<file path="src/rtl/neuron_mac.sv">
// neuron_mac: sequences one neuron's element fetch through extract_elements,
// multiply-accumulates the returned input/weight pairs, then adds bias,
// rescales from fixed point and applies optional ReLU plus saturation.
module neuron_mac #(
  parameter int resolution            = 8,
  parameter int input_data_size       = 4,
  parameter int input_data_size_width = $clog2(input_data_size),
  parameter int frac_bits             = 4,
  parameter bit relu_en               = 1'b1
) (
  input  logic                             clk,
  input  logic                             reset,
  input  logic                             start,
  input  logic signed [resolution-1:0]     bias,
  input  logic signed [resolution-1:0]     input_data_element,
  input  logic signed [resolution-1:0]     weight_element,
  output logic                             extract_en,
  output logic [input_data_size_width-1:0] index,
  output logic                             busy,
  output logic                             done,
  output logic signed [resolution-1:0]     neuron_out
);

  localparam int prod_width = 2 * resolution;
  // Two guard bits on top of the index growth keep the sum of all products
  // plus the shifted bias from ever overflowing.
  localparam int acc_width  = 2 * resolution + input_data_size_width + 2;

  localparam logic [input_data_size_width-1:0] last_idx =
    input_data_size_width'(input_data_size - 1);
  localparam logic signed [acc_width-1:0] sat_max =
    acc_width'((1 <<< (resolution - 1)) - 1);
  localparam logic signed [acc_width-1:0] sat_min =
    acc_width'(-(1 <<< (resolution - 1)));

  typedef enum logic [1:0] {IDLE, RUN, DRAIN, FINISH} state_t;

  state_t                           state_reg, state_next;
  logic [input_data_size_width-1:0] cnt_reg, cnt_next;
  logic                             acc_clear;
  logic                             valid_d_reg;
  logic signed [acc_width-1:0]      acc_reg;

  logic signed [prod_width-1:0]     product;
  logic signed [acc_width-1:0]      bias_ext;
  logic signed [acc_width-1:0]      sum;
  logic signed [acc_width-1:0]      shifted;
  logic signed [acc_width-1:0]      clamped;
  logic signed [resolution-1:0]     result;

  // State register.
  always_ff @(posedge clk) begin
    if (reset) state_reg <= IDLE;
    else       state_reg <= state_next;
  end

  // Next-state logic plus the fetch-side outputs driven to extract_elements.
  always_comb begin
    state_next = state_reg;
    cnt_next   = cnt_reg;
    acc_clear  = 1'b0;
    extract_en = 1'b0;
    index      = '0;
    busy       = 1'b0;
    case (state_reg)
      IDLE: begin
        if (start) begin
          cnt_next   = '0;
          acc_clear  = 1'b1;
          state_next = RUN;
        end
      end
      RUN: begin
        extract_en = 1'b1;
        index      = cnt_reg;
        busy       = 1'b1;
        cnt_next   = cnt_reg + 1'b1;
        if (cnt_reg == last_idx) state_next = DRAIN;
      end
      DRAIN: begin
        busy       = 1'b1;
        state_next = FINISH;
      end
      FINISH: begin
        busy       = 1'b1;
        state_next = IDLE;
      end
      default: state_next = IDLE;
    endcase
  end

  // Element counter and the one-cycle-delayed valid matching the element latency.
  always_ff @(posedge clk) begin
    if (reset) begin
      cnt_reg     <= '0;
      valid_d_reg <= 1'b0;
    end else begin
      cnt_reg     <= cnt_next;
      valid_d_reg <= (state_reg == RUN);
    end
  end

  assign product = input_data_element * weight_element;

  // Accumulator: cleared when a neuron starts, adds one product per valid pair.
  always_ff @(posedge clk) begin
    if (reset || acc_clear) begin
      acc_reg <= '0;
    end else if (valid_d_reg) begin
      acc_reg <= acc_reg + {{(acc_width-prod_width){product[prod_width-1]}}, product};
    end
  end

  // Bias alignment, floor rescale, optional ReLU and saturation to the output width.
  always_comb begin
    bias_ext = {{(acc_width-resolution){bias[resolution-1]}}, bias};
    sum      = acc_reg + (bias_ext <<< frac_bits);
    shifted  = sum >>> frac_bits;
    clamped  = shifted;
    if (relu_en && shifted[acc_width-1]) clamped = '0;
    if (clamped > sat_max)      result = sat_max[resolution-1:0];
    else if (clamped < sat_min) result = sat_min[resolution-1:0];
    else                        result = clamped[resolution-1:0];
  end

  // Output register and done pulse, both updated on the edge leaving FINISH.
  always_ff @(posedge clk) begin
    if (reset) begin
      neuron_out <= '0;
      done       <= 1'b0;
    end else begin
      done <= (state_reg == FINISH);
      if (state_reg == FINISH) neuron_out <= result;
    end
  end

endmodule

</file>
<file path="config.mk">
export PLATFORM = sky130hd
export DESIGN_NAME = neuron_mac
export DESIGN_NICKNAME = d
export VERILOG_FILES = /design/src/rtl/neuron_mac.sv
export SDC_FILE = /design/constraint.sdc
export NUM_CORES = 1
export LEC_CHECK = 0
export BUFFER_PORTS_ARGS = -buffer_cell sky130_fd_sc_hd__buf_2
export CAP_MARGIN = 15
export CORE_UTILIZATION = 50
export DETAILED_ROUTE_END_ITERATION = 8
export PLACE_DENSITY = 0.71
export SLEW_MARGIN = 20
export SYNTH_ARGS = -nofsm -noshare
export SYNTH_HDL_FRONTEND = slang
export SYNTH_SLANG_ARGS = --single-unit
</file>
<file path="constraint.sdc">
create_clock -name clk -period 7.4 [get_ports clk]
set_input_delay 1.48 -clock clk [delete_from_list [all_inputs] [get_ports clk]]
set_output_delay 1.48 -clock clk [all_outputs]
set_load 0.02 [all_outputs]
</file>
==> run_results.csv, run 1 <==
group,metric,value,unit
worst_setup_path,start_kind,"input port",
drt,ant_nets,0,
drt,drtIter0Drc,216,
die,top_level_ports,40,
drt,num_vias,4393,
cts,numCtsBuffers,5,
cts,cts_sinks,34,
layout,final_common_cell,"inv_1",
die,dieArea,11290,um2
layout,fin_area,5894,um2
yosys,synth_cell_type_count,50,
yosys,yosysSeqAreaShare,12.53,%
layout,drive_gt1_share,8.721,%
worst_setup_path,crit_fanout,8,
worst_setup_path,slowest_stage,"fa_1",
yosys,synthesis.instances,645,
layout,fin_nets,842,
cts,postCtsSetupBuffers,0,
timing,clock_skew,5.550,ps
worst_setup_path,crit_cells,25,
place,port_buffers,39,
yosys,ys_seq_elements,34,
timing,drv_slew,0,
global_routing,grt_start_max_net_pins,19,
layout,area_delta_synth_final,8.473,%
layout,nFillCells,972,
worst_setup_path,critPathBufInv,5,
drt,drcViolationCount,0,
die,chipWidth,106.3,um
layout,antenna_cells,0,
worst_setup_path,r2r_cells,10,
worst_setup_path,worstPathRequired,7590,ps
global_routing,grt_first_pass_wirelength,18440,um
yosys,avgSynthCellArea,8.425,um2
cts,cts_max_path_buffers,2,
global_routing,grt.total_usage,19.80,%
worst_setup_path,crit_top_cell,"a21oi_1",
die,coreArea,10420,um2
layout,final_cell_mix,"inv_1 (106), ha_1 (71), fa_1 (57)",
die,fp.dieH,106.3,um
cts,hold_buffers,0,
timing,tightest_slew,863.1,ps
place,place_area,5781,um2
timing,setup_tns,0,ps
global_routing,antenna_found_initial,0,
global_routing,grt_pass1_vias,4245,
place,gp_congestion,0.8934,
cts,post_cts_resized,0,
timing,finalCritPeriodShare,92.31,%
timing,layout_min_cycle_time,6831,ps
yosys,synth-edff-count,0,
yosys,synthFlopType,"dfxtp_1",
die,rows,37,
pwr,power,0.002372,W
yosys,yosysWarnings,0,
worst_setup_path,critPathArrivalTime,7030,ps
pwr,ir_worst_vdd,208.3,uV
cts,cts_root_buf,"clkbuf_8",
timing,rsz0062_at_grt,"no",
timing,setup_violations,0,
drt,wl,10670,um
timing,finalHoldViolCount,0,
timing,timing.fmax,0.1464,GHz
cts,clk_latency,300,ps
cts,cts_tree,"built",
timing,slew_headroom,42.38,%
die,start_util,52.17,%
drt,post_drt_wl_per_cell,12.95,um
global_routing,overflow,0,
drt,via_per_inst,5.331,
worst_hold_path,min_path_type,"flop to flop",
yosys,synthArstFlopShare,0,%
yosys,synth.net_count,800,
worst_setup_path,crit_type,"input port to flop",
layout,largest_reg_flops,20,
cts,cts_htree_levels,2,
run_status,status,"completed",
cts,path_clk_slew,80,ps
pwr,powerDensity,402.4,nW/um2
worst_hold_path,whs_path_depth,1,
place,dp_hpwl,8948,um
worst_setup_path,critical-path-max-stage-delay,530,ps
drt,drt_pass1_iterations,4,
pwr,leakagePower,2.893,nW
worst_setup_path,cp-end-kind,"flop",
run,drv_cap,0,
yosys,synth_area,5434,um2
worst_setup_path,crit_family,"adder cells",
worst register-to-register path, delay by kind of cell (launching register included):
kind / cells / cell delay [ps]
AND/OR/NAND/NOR: 3 / 1120
AO/OA/AOI/OAI: 4 / 940
adder cells (fa/ha/maj): 2 / 620
flip-flops: 1 / 330
XOR/XNOR: 1 / 170
final cells by class:
type                            instances  area, um2  area share (%)
Clock buffer                            5      68.82           1.167
Tap cell                              136      170.2           2.887
Timing Repair Buffer                   42      217.7           3.693
Sequential cell                        34      680.7           11.55
Clock inverter                          3      45.04          0.7642
Multi-Input combinational cell        498       4314           73.19
Inverter                              106      397.9           6.750
final timing paths:
kind                          start             to  slack, ps
hold reg to reg       neuron_out[7]  neuron_out[7]        470
hold / removal        neuron_out[7]  neuron_out[7]        470
setup / recovery  weight_element[4]    acc_reg[16]        570
setup reg to reg         acc_reg[4]  neuron_out[6]       4090
power breakdown:
| group | total (W) | switching [W] | internal, W |
|---|---|---|---|
| clock network | 0.000180 | 0.0000796 | 0.000100 |
| registers | 0.000264 | 0.0000448 | 0.000219 |
| logic | 0.00193 | 0.00108 | 0.000848 |
cells by family (layout without fill, tap and decap cells):
kind of cell	Yosys count	in the layout	share of synthesized area, %
AND/OR/NAND/NOR	200	200	19.30
adder cells (fa/ha/maj)	128	128	37.35
AO/OA/AOI/OAI	117	117	13.84
buffers and inverters	113	156	8.082
XOR/XNOR	39	39	6.286
flip-flops	34	34	12.53
multiplexers	14	14	2.625
per-layer routing:
metal	wire length [um]	up-vias	global-route usage [%]	share of wire [%]
li1	-	2225	-	-
met1	5029	2105	26.99	47
met2	5260	55	33.58	49
met4	94	0	3.075	0.88
met3	290	8	3.066	2.7
met5	0	-	0	0
cells in the mapped netlist (3+ instances only):
| cell type | number | area [um2] |
|---|---|---|
| a211oi_1 | 6 | 45.04 |
| a21o_1 | 9 | 67.56 |
| a21oi_1 | 45 | 225.2 |
| a221oi_1 | 8 | 70.07 |
| a31oi_1 | 3 | 18.77 |
| and2_1 | 48 | 300.3 |
| and3_1 | 4 | 25.02 |
| clkbuf_1 | 3 | 11.26 |
| dfxtp_1 | 34 | 680.7 |
| fa_1 | 57 | 1141 |
| ha_1 | 71 | 888.4 |
| inv_1 | 106 | 397.9 |
| mux2i_1 | 12 | 120.1 |
| nand2_1 | 40 | 150.1 |
| nand3_1 | 13 | 65.06 |
| nor2_1 | 42 | 157.7 |
| nor2b_1 | 15 | 93.84 |
| nor3_1 | 15 | 75.07 |
| o211ai_1 | 6 | 45.04 |
| o21a_1 | 4 | 30.03 |
| o21ai_0 | 11 | 55.05 |
| o21bai_1 | 9 | 67.56 |
| o31ai_1 | 4 | 30.03 |
| or3_1 | 3 | 18.77 |
| xnor2_1 | 31 | 271.5 |
| xor2_1 | 8 | 70.07 |
metrics by stage:
step	hold WS (ps)	cells	worst slack, ps	util, %
floorplan	458.4	645	762.6	-
CTS	477.5	824	572.4	56.59
finish	472.1	824	568.7	56.59
global placement	458.9	816	344.5	55.50
global route	506.4	824	236.1	56.59
detailed placement	466.1	816	254.9	55.50
(Power assumes the default switching activity.)
==> run 2: changes to the inputs <==
- CTS_CLUSTER_DIAMETER: not set -> 100
- clock period: 7.4 -> 7.9 ns (I/O delays scaled with it)
==> run_results.csv, run 2 (synthesis gave the netlist of run 1 again) <==
group,metric,value,unit
place,port_buffers,39,
timing,finalCritPeriodShare,87.93,%
drt,num_vias,4418,
cts,post_cts_resized,0,
global_routing,grt_pass1_vias,4339,
timing,finalHoldViolCount,0,
global_routing,top_usage_layer,"met2",
timing,rsz0062_at_grt,"no",
place,place_area,5773,um2
pwr,ir_worst_vdd,206.1,uV
worst_setup_path,critPathArrivalTime,7140,ps
global_routing,met3_usage,2.146,%
worst_setup_path,start_kind,"input port",
pwr,leakagePower,2.905,nW
place,dp_hpwl,9080,um
cts,postCtsSetupBuffers,0,
cts,numCtsBuffers,5,
timing,setup_tns,0,ps
timing,setup_ws,953.1,ps
timing,setup_violations,0,
layout,drive_gt1_share,8.588,%
worst_setup_path,crit_fanout,8,
cts,cts_max_path_buffers,2,
worst_setup_path,cp-end-kind,"flop",
worst_setup_path,slowest_stage,"fa_1",
layout,nFillCells,941,
timing,timing.fmax,0.1440,GHz
timing,drv_slew,0,
place,place_inst,815,
cts,cts_tree,"built",
layout,instances_no_fill,823,
drt,via_per_inst,5.368,
place,pre_cts_ws,634.2,ps
drt,post_drt_wl_per_cell,13.15,um
die,start_util,52.17,%
worst_setup_path,worstPathRequired,8090,ps
die,chipWidth,106.3,um
layout,largest_reg_flops,20,
drt,wl,10820,um
die,top_level_ports,40,
die,dieArea,11290,um2
drt,drtIter0Drc,185,
die,fp.dieH,106.3,um
global_routing,overflow,0,
global_routing,grt_start_max_net_pins,19,
global_routing,global_route.usage.met1,27.64,%
pwr,powerDensity,380.8,nW/um2
run,drv_cap,0,
worst_setup_path,crit_top_cell,"a21oi_1",
timing,slew_headroom,44.50,%
worst_setup_path,critical-path-max-stage-delay,530,ps
timing,layout_min_cycle_time,6947,ps
drt,drt_pass1_iterations,4,
die,rows,37,
drt,drcViolationCount,0,
drt,ant_nets,0,
timing,tightest_slew,830.4,ps
cts,cts_htree_levels,2,
layout,fin_area,5911,um2
cts,hold_buffers,0,
worst_hold_path,min_path_type,"flop to flop",
run_status,status,"completed",
global_routing,antenna_found_initial,0,
cts,path_clk_slew,70,ps
global_routing,grt_use_met2,35.06,%
global_routing,grt_first_pass_wirelength,18990,um
layout,final_common_cell,"inv_1",
layout,antenna_cells,0,
worst_setup_path,crit_family,"adder cells",
cts,clk_latency,290,ps
layout,fin_nets,841,
die,coreArea,10420,um2
layout,area_delta_synth_final,8.773,%
global_routing,grt.total_usage,20.42,%
cts,cts_root_buf,"clkbuf_8",
place,gp_congestion,0.8993,
cts,cts_sinks,34,
timing,clock_skew,2.626,ps
worst_setup_path,critPathBufInv,5,
worst_setup_path,crit_type,"input port to flop",
layout,final_cell_mix,"inv_1 (106), ha_1 (71), fa_1 (57)",
-- run 2: final cells by class --
| class | count | area, um2 | share of cell area [%] |
|---|---|---|---|
| clock inverter | 3 | 68.82 | 1.164 |
| tap | 136 | 170.2 | 2.879 |
| multi-input combinational | 498 | 4314 | 72.99 |
| inverter | 106 | 397.9 | 6.732 |
| clock buffer | 5 | 68.82 | 1.164 |
| sequential | 34 | 680.7 | 11.52 |
| timing repair buffer | 41 | 210.2 | 3.556 |
-- run 2: per-stage QoR --
step | power, W | utilization, % | hold WS (ps)
floorplan | 0.001707 | - | 458.4
global placement | 0.002005 | 55.42 | 458.4
detailed placement | 0.002048 | 55.42 | 466.2
CTS | 0.002263 | 56.74 | 477.3
global route | 0.002512 | 56.74 | 498.5
finish | 0.002251 | 56.74 | 472.5
-- run 2: metal layers --
layer | share of wire (%) | wire, um | up-vias
met4 | 0.57 | 62 | 0
met3 | 2.8 | 306 | 8
met5 | 0 | 0 | -
met2 | 50 | 5389 | 70
met1 | 47 | 5064 | 2120
li1 | - | - | 2220
-- run 2: power breakdown --
part	internal, W	switching (W)
sequential	0.000205	0.0000406
clock	0.000126	0.0000705
combinational	0.000792	0.00102
total	0.00112	0.00113
-- run 2: worst paths after layout --
path,start,to,slack (ps),cells after the start
setup / recovery,weight_element[4],acc_reg[16],950,25
hold / removal,neuron_out[7],neuron_out[7],470,1
setup reg to reg,acc_reg[4],neuron_out[5],4540,10
hold reg to reg,neuron_out[7],neuron_out[7],470,1
